[src/rtl/alu_output_ctrl.sv]
// -----------------------------------------------------------------------------
// alu_output_ctrl
//
// Presents a signed ALU result and its flags on 16 LEDs and a 4-digit
// multiplexed seven-segment display (sign, hundreds, tens, ones).
//
// A strobe on i_valid while idle captures the result and flags. The magnitude
// is then converted to BCD with a shift-add-3 (double dabble) sequencer that
// takes one magnitude bit per cycle, and the finished digits are loaded into
// the display registers in a single DONE cycle. Strobes that arrive while a
// conversion is in flight are dropped.
//
// Optional feature (compile-time macro ALU_OUT_BLINK_OVF_EN):
//   When defined, a free-running BLINK_BITS counter blanks all digit enables
//   while the captured overflow flag is set and the counter MSB is high.
//   When undefined, no blink counter exists and overflow is only on o_led[15].
//
// Parameters:
//   N            ALU result width (2..10)
//   REFRESH_BITS display scan counter width
//   BLINK_BITS   overflow blink counter width
//
// Ports:
//   i_clock      system clock
//   i_reset      asynchronous, active-high reset
//   i_alu_Result signed two's-complement ALU result
//   i_ovf_flag   ALU overflow flag
//   i_zero_flag  ALU zero flag
//   i_valid      single-cycle capture strobe
//   o_led        [N-1:0] captured result, [15] overflow, [14] zero, others 0
//   o_seg        active-low segments {g,f,e,d,c,b,a}
//   o_an         active-low digit enables, [0]=ones ... [3]=sign
//   o_busy       high while a conversion is in progress (CONVERT and DONE)
// -----------------------------------------------------------------------------
module alu_output_ctrl #(
  parameter int N            = 8,
  parameter int REFRESH_BITS = 17,
  parameter int BLINK_BITS   = 25
) (
  input  logic         i_clock,
  input  logic         i_reset,
  input  logic [N-1:0] i_alu_Result,
  input  logic         i_ovf_flag,
  input  logic         i_zero_flag,
  input  logic         i_valid,
  output logic [15:0]  o_led,
  output logic [6:0]   o_seg,
  output logic [3:0]   o_an,
  output logic         o_busy
);

  // Elaboration-time guard on the legal parameter space.
  if (N < 2 || N > 10 || REFRESH_BITS < 1 || BLINK_BITS < 1) begin : g_param_check
    $error("alu_output_ctrl: illegal parameter value");
  end

  localparam logic [6:0] SegBlank = 7'b1111111;
  localparam logic [6:0] SegDash  = 7'b0111111;

  typedef enum logic [1:0] {
    StIdle,
    StConvert,
    StDone
  } state_e;

  // Conversion FSM and capture registers
  state_e         state_q;
  logic           busy_q;
  logic [15:0]    led_q;
  logic           neg_q;
  logic [N-1:0]   shift_q;
  logic [11:0]    bcd_q;
  logic [3:0]     bit_cnt_q;

  // Display registers (only written in DONE)
  logic           sign_q;
  logic [3:0]     hund_q;
  logic [3:0]     tens_q;
  logic [3:0]     ones_q;

  // Scan
  logic [REFRESH_BITS-1:0] refresh_q;
  logic [1:0]              digit_q;

  // Combinational helpers
  logic [N-1:0]   mag;
  logic [15:0]    led_next;
  logic [11:0]    bcd_adj;
  logic [11:0]    bcd_next;

  // ---------------------------------------------------------------------------
  // Capture-side combinational logic
  // ---------------------------------------------------------------------------

  // Two's-complement negation in N bits maps -2^(N-1) onto itself, which read
  // as unsigned is exactly 2^(N-1); the (N+1)-bit magnitude therefore always
  // has a zero MSB and only the low N bits need to be shifted.
  always_comb begin
    mag = i_alu_Result;
    if (i_alu_Result[N-1]) begin
      mag = ~i_alu_Result + 1'b1;
    end
  end

  always_comb begin
    led_next        = '0;
    led_next[N-1:0] = i_alu_Result;
    led_next[15]    = i_ovf_flag;
    led_next[14]    = i_zero_flag;
  end

  // Double dabble step: add 3 to any BCD digit >= 5, then shift in the next
  // magnitude bit. The 12-bit cast drops the adjusted word's top bit, which is
  // always zero because the hundreds digit never exceeds 5.
  always_comb begin
    bcd_adj = bcd_q;
    for (int i = 0; i < 3; i++) begin
      if (bcd_q[4*i +: 4] >= 4'd5) begin
        bcd_adj[4*i +: 4] = bcd_q[4*i +: 4] + 4'd3;
      end
    end
    bcd_next = 12'({bcd_adj, shift_q[N-1]});
  end

  // ---------------------------------------------------------------------------
  // Conversion FSM
  // ---------------------------------------------------------------------------
  always_ff @(posedge i_clock or posedge i_reset) begin
    if (i_reset) begin
      state_q   <= StIdle;
      busy_q    <= 1'b0;
      led_q     <= '0;
      neg_q     <= 1'b0;
      shift_q   <= '0;
      bcd_q     <= '0;
      bit_cnt_q <= '0;
      sign_q    <= 1'b0;
      hund_q    <= '0;
      tens_q    <= '0;
      ones_q    <= '0;
    end else begin
      unique case (state_q)
        StIdle: begin
          if (i_valid) begin
            led_q     <= led_next;
            neg_q     <= i_alu_Result[N-1];
            shift_q   <= mag;
            bcd_q     <= '0;
            bit_cnt_q <= '0;
            busy_q    <= 1'b1;
            state_q   <= StConvert;
          end
        end
        StConvert: begin
          bcd_q     <= bcd_next;
          shift_q   <= shift_q << 1;
          bit_cnt_q <= bit_cnt_q + 4'd1;
          if (bit_cnt_q == 4'(N - 1)) begin
            state_q <= StDone;
          end
        end
        StDone: begin
          sign_q  <= neg_q;
          hund_q  <= bcd_q[11:8];
          tens_q  <= bcd_q[7:4];
          ones_q  <= bcd_q[3:0];
          busy_q  <= 1'b0;
          state_q <= StIdle;
        end
        default: begin
          busy_q  <= 1'b0;
          state_q <= StIdle;
        end
      endcase
    end
  end

  // ---------------------------------------------------------------------------
  // Display scan: digit index advances when the refresh counter wraps.
  // ---------------------------------------------------------------------------
  always_ff @(posedge i_clock or posedge i_reset) begin
    if (i_reset) begin
      refresh_q <= '0;
      digit_q   <= '0;
    end else begin
      refresh_q <= refresh_q + 1'b1;
      if (&refresh_q) begin
        digit_q <= digit_q + 2'd1;
      end
    end
  end

`ifdef ALU_OUT_BLINK_OVF_EN
  logic [BLINK_BITS-1:0] blink_q;

  always_ff @(posedge i_clock or posedge i_reset) begin
    if (i_reset) begin
      blink_q <= '0;
    end else begin
      blink_q <= blink_q + 1'b1;
    end
  end
`endif

  // ---------------------------------------------------------------------------
  // Segment decode and digit select
  // ---------------------------------------------------------------------------
  function automatic logic [6:0] seg_code(input logic [3:0] d);
    logic [6:0] s;
    unique case (d)
      4'd0:    s = 7'b1000000;
      4'd1:    s = 7'b1111001;
      4'd2:    s = 7'b0100100;
      4'd3:    s = 7'b0110000;
      4'd4:    s = 7'b0011001;
      4'd5:    s = 7'b0010010;
      4'd6:    s = 7'b0000010;
      4'd7:    s = 7'b1111000;
      4'd8:    s = 7'b0000000;
      4'd9:    s = 7'b0010000;
      default: s = SegBlank;
    endcase
    return s;
  endfunction

  always_comb begin
    o_an          = 4'b1111;
    o_an[digit_q] = 1'b0;
    o_seg         = SegBlank;
    unique case (digit_q)
      2'd0: o_seg = seg_code(ones_q);
      2'd1: o_seg = (hund_q == 4'd0 && tens_q == 4'd0) ? SegBlank : seg_code(tens_q);
      2'd2: o_seg = (hund_q == 4'd0) ? SegBlank : seg_code(hund_q);
      2'd3: o_seg = sign_q ? SegDash : SegBlank;
      default: o_seg = SegBlank;
    endcase
`ifdef ALU_OUT_BLINK_OVF_EN
    if (led_q[15] && blink_q[BLINK_BITS-1]) begin
      o_an = 4'b1111;
    end
`endif
  end

  assign o_led  = led_q;
  assign o_busy = busy_q;

endmodule
[config.mk]
export PLATFORM = sky130hd
export DESIGN_NAME = alu_output_ctrl
export DESIGN_NICKNAME = d
export VERILOG_FILES = /design/src/rtl/alu_output_ctrl.sv
export SDC_FILE = /design/constraint.sdc
export NUM_CORES = 1
export LEC_CHECK = 0
export BUFFER_PORTS_ARGS = -buffer_cell sky130_fd_sc_hd__buf_2
export CORE_ASPECT_RATIO = 0.6
export CORE_UTILIZATION = 45
export CTS_CLUSTER_DIAMETER = 40
export DETAILED_ROUTE_END_ITERATION = 6
export PLACE_DENSITY = 0.68
export SLEW_MARGIN = 0
export SYNTH_ARGS = -nofsm -noshare
export SYNTH_HDL_FRONTEND = slang
export SYNTH_SLANG_ARGS = --single-unit
[constraint.sdc]
create_clock -name i_clock -period 2.4 [get_ports i_clock]
set_input_delay 0.36 -clock i_clock [delete_from_list [all_inputs] [get_ports i_clock]]
set_output_delay 0.36 -clock i_clock [all_outputs]
set_load 0.03 [all_outputs]
---- Yosys cells after proc, flatten, opt, wreduce, memory -nomap -nowiden ----
Memories as Yosys holds them, arrays and structs flattened.
Index checks and enable logic that the tools add are counted.
word-level totals
  word-level logic and storage cells ...... 72
  bits in read-only memories .............. 336
  memories kept ........................... 3
  output and inout port bits .............. 28
  bits of input ports ..................... 13
  register bits ........................... 70
cells by class
  add/subtract/negate cells ............... 7
  bitwise gates (word level) .............. 3
  equality and inequality tests ........... 8
  reduce and logical (&&, ||, !) cells .... 12
  mux-type cells .......................... 21
  magnitude comparators ................... 5
memory list
  memory            depth  bits a word  rd ports  clocked after Yosys merged registers in  write ports  line  text
  (name not given)  16     7            1         0                                        0            210   unique case (d)
  (name not given)  16     7            1         0                                        0            210
  (name not given)  16     7            1         0                                        0            210
operator list
  kind                     number
  $pmux W7 S4              1
  $pmux W12 S2             1
  $mux W7                  3
  $add A17 B1 Y17 const B  1
  $reduce_and A17 Y1       1
  $mux W8                  2
  $pmux W8 S2              1
  $ge A4 B3 Y1 const B     3
  $mux W12                 1
  $mux W4                  3
  $add A4 B2 Y4 const B    2
  $add A8 B1 Y8 const B    1
  $logic_not A4 Y1         2
  $not A8 Y8               1
  $pmux W4 S2              1
  $reduce_and A2 Y1        4
  $eq A2 B2 Y1 const B     3
  $add A4 B1 Y4 const B    1
  $eq A2 B1 Y1 const B     2
  $eq A4 B3 Y1 const B     1
  $logic_not A2 Y1         2
  $mux W2                  2
  $ne A2 B2 Y1 const B     2
  $not A4 Y4               1
  other kinds (12)         14

---- Logic depth before layout (Yosys ltp) ----
  word-level depth ........................ 5
  depth in mapped cells ................... 6
  mapped depth without buffers ............ 6

---- Worst setup path before layout ----
OpenSTA, ideal clock, no wires.
  path kind ............................... reg-to-output
  start point ............................. register tens_q[0]
  end point ............................... output o_seg[3]
  data required time ...................... 2040 ps
  path buffers ............................ 0
  cell stages (with the launch flop) ...... 7
  data arrival time ....................... 1924 ps
  slack ................................... 116 ps
  cell sequence ........................... dfrtp_1 > inv_1 > ha_1 > or4b_4 > o22ai_2 > nor4_1 > a32oi_1
between the ends
  cells in the longest elaborated chain, start to end .. 4
  elaborated cells between the ends (all ways) .. 5
  classes of those cells .................. mux (2); reduce/logical (2); memory (1)
ends and longest elaborated chain
  what                                                                    line  text
  from (decl)                                                             78    logic [3:0] tens_q;
  from (signal assigned)                                                  165   tens_q <= bcd_q[7:4];
  parallel branches: the longest is 2 deep, another holds $mem_v2 Z16 W7  --
  $mux W7 *                                                               232   2'd1: o_seg = (hund_q == 4'd0 && tens_q == 4'd0) ? SegBlank : seg_code(tens_q);
  $pmux W7 S4 *                                                           230   unique case (digit_q)
  to (decl)                                                               47    output logic [6:0] o_seg,
Mark *: on every way between the ends.

---- Worst setup path after layout ----
  start point ............................. register tens_q[0]
  end point ............................... output o_seg[5]
The elaborated chain is that of the path after synthesis.

==> results.toml <==
[worst_setup_path]
critPathCaptureType = "output port"
reg2regPathDepth = 6
reg2reg_to = "bcd_q[2]"
worst-path-max-fanout = 4
reg2reg_slack_ns = 0.70
critPathRequiredTime_ns = 2.04
reg2reg_from = "bcd_q[0]"
path_buf_inv = 2
worstSetupStartpointType = "register"
path_delay_family = "simple AND/OR/NAND/NOR gates"
crit_chain = "inv_2 > ha_4 > or4b_4 > o22ai_4 > nor4_4 > a22oi_1 > buf_4"
crit_type = "reg -> out"
crit_path_top_delay_cell = "or4b_4"
cpPeakStageDelay_ns = 0.50
critical_path_arrival_ns = 2.13

[route]
vias = 3094
antenna_left = 0
via_per_inst = 5.44
wl_um = 8470
drtIter0Drc = 228
drc = 0
dr.pass1.iters = 5
wl_per_cell_um = 14.9

[sta]
rsz0062_at_grt = "true"
relSlewSlack_pct = 49.7
clock.fmax_mhz = 402
final-max-slew-violation-count = 0
hold_viol_final = 0
fin_skew_ns = 0.00831
worstMarginPinSlew_ns = 0.755
setup_viol = 6
timing.final.crit_share_pct = 104
final.setup.worst_slack_ns = -0.0874
hold_ws_ns = 0.0944
fin_crit_ns = 2.49

[yosys]
ys.flop_type = "dfrtp_1"
ys_ff_latch = 69
ys_seq_area_share_pct = 44.1
synth.distinct_cells = 48
syn_area_um2 = 3920
syn_area_per_cell_um2 = 9.58
synth_top_area_share_pct = 44.1
synth.largest_area_cell = "dfrtp_1"
synthTopCellsByArea = "dfrtp_1, ha_1, o21ai_0"
ys_warn_count = 0
synth_edf_count = 0
synthCells = 409
async_reset_ff_share_pct = 100

[cells_and_area]
antenna_cells = 0
area.growth.synth_to_final_pct = 21.4
nets = 499
fill_cells = 658
drive_gt1_share_pct = 24.1

[clocking]
path_clk_slew_ns = 0.06
cts-root-buf = "clkbuf_16"
cts_tree = "done"
clk_path_buf_depth = 2
cts-htree-levels = 3
clock-sinks = 69
insertion_delay_ns = 0.33
cts_buffers = 9

[floorplan]
ios = 41
die-area_um2 = 9100
std_cell_rows = 25
die_w_um = 122
core_area_um2 = 8160
floorplan.initialDensity_pct = 48.0
fp.dieH_um = 74.3

[run_status]
violations = "setup timing"
status = "finished with violations"

[power]
irDropWorstVdd_uv = 404
finalPower_mw = 6.15
p_per_area_nw_per_um2 = 1290
p_leak_nw = 2.22

[global_routing]
grt_max_degree = 70
first_global_vias = 2847
overflow = 0
grt_pass1_wl_um = 14100
antenna_found_initial = 0
track_usage_pct = 20.3

[place]
dp_slack_ns = 0.144
place_hpwl_um = 5620
port_buffers = 34
gp_congestion = 0.804

[hold_path]
hold_path.class = "in -> async"

[job]
cap_violations = 0
## how the worst max path moves through the flow
stage	start	cells after the start	to	slack, ns
finish	tens_q[0]	7	o_seg[5]	-0.09
global route	tens_q[0]	7	o_seg[5]	-0.18
CTS	tens_q[1]	7	o_seg[3]	-0.03
detailed placement	hund_q[0]	8	o_seg[4]	0.14
global placement	hund_q[0]	6	o_seg[0]	0.23
floorplan	tens_q[0]	6	o_seg[3]	0.12
## area by class of cell
type                       instances  area [um2]  share of cell area (%)
inverter                          25        96.3                    2.03
tap                              108         135                    2.84
sequential                        69        1730                    36.4
clock buffer                      12         256                    5.39
multi-input combinational        296        2110                    44.3
clock inverter                     4        70.1                    1.47
timing repair buffer              55         362                    7.60
## tightest hold or removal path: cells and delay by family
family | cells | cell delay (ns)
buf+inv | 3 | 0.47
## cell usage after synthesis, types with 4 or more instances
cell / n
dfrtp_1: 69
nand2_1: 48
o21ai_0: 38
ha_1: 30
inv_1: 25
nand3_1: 19
nor2_1: 18
xnor2_1: 16
nand2b_1: 12
mux2_2: 11
a21oi_1: 10
o31ai_1: 9
xor2_1: 9
a22oi_1: 8
buf_2: 8
clkbuf_1: 8
buf_4: 7
nor2b_1: 6
o22ai_1: 6
nand4_1: 4
nor3_1: 4
## power by group
part           internal [mW]  switching (mW)  leakage (nW)  total (mW)
Combinational           1.17            1.60          1.18        2.77
Clock                  0.962           0.475         0.163        1.44
Sequential              1.54           0.400         0.878        1.94
Total                   3.68            2.47          2.22        6.15
## what timing repair did
item                       4_1_cts  5_1_grt
pin swaps                       13       10
hold buffers                     0        0
resized for setup               28       15
setup endpoints to repair        7        7
setup buffers                    9        4
cloned                           0        0
## sequential cells by signal, indices dropped and copies added (netlist names)
name and flops:
refresh_q 17, bcd_q 12, o_led 10, shift_q 8
bit_cnt_q 4, hund_q 4, ones_q 4, tens_q 4
digit_q 2, state_q 2, o_busy 1, sign_q 1
## cell usage in the layout (no fill, tap or decap), types with 3 or more instances in the layout
| master | count |
|---|---|
| a32o_1 | 3 |
| buf_4 | 26 |
| ha_1 | 23 |
| clkbuf_16 | 9 |
| ha_4 | 4 |
| a22oi_1 | 8 |
| o31ai_1 | 9 |
| nand2b_1 | 12 |
| inv_2 | 6 |
| xor2_1 | 9 |
| a21oi_1 | 10 |
| conb_1 | 6 |
| nor2b_1 | 5 |
| nand2_1 | 48 |
| mux2_2 | 11 |
| nor2_1 | 16 |
| and4_1 | 3 |
| inv_1 | 18 |
| dfrtp_1 | 67 |
| xnor2_1 | 16 |
| o22ai_1 | 5 |
| o21ai_0 | 36 |
| nand3_1 | 19 |
| nand4_1 | 4 |
| buf_2 | 27 |
| nor3_1 | 4 |
| ha_2 | 3 |
| a32oi_1 | 3 |
## per-layer routing
metal	track usage [%]	part of all wire, %	vias to the layer above
met5	0	0	-
met4	5.28	1.5	0
met3	6.13	6.2	16
met2	28.9	42	80
met1	30.0	50	1496
li1	-	-	1502
## kinds of logic after synthesis
kind of cell	Yosys count	synth area share (%)
other	1	0.0957
adders and majority gates	30	9.58
DFF	69	44.1
buffers and inverters	49	5.62
xor gates and xnor gates	25	5.59
and+or+nand+nor	132	16.8
AOI/OAI and AO/OA	90	14.6
muxes	13	3.67
## through the flow
step | instances | cell area, um2 | setup TNS [ns] | util, %
3_5_place_dp | 540 | 4190 | 0 | 51.3
3_3_place_gp | 540 | 4190 | 0 | 51.3
6_report | 569 | 4760 | -0.433 | 58.3
5_1_grt | 569 | 4760 | -0.911 | 58.3
4_1_cts | 565 | 4680 | -0.0805 | 57.3
2_1_floorplan | 414 | 3940 | 0 | -
(Power assumes the default switching activity.)
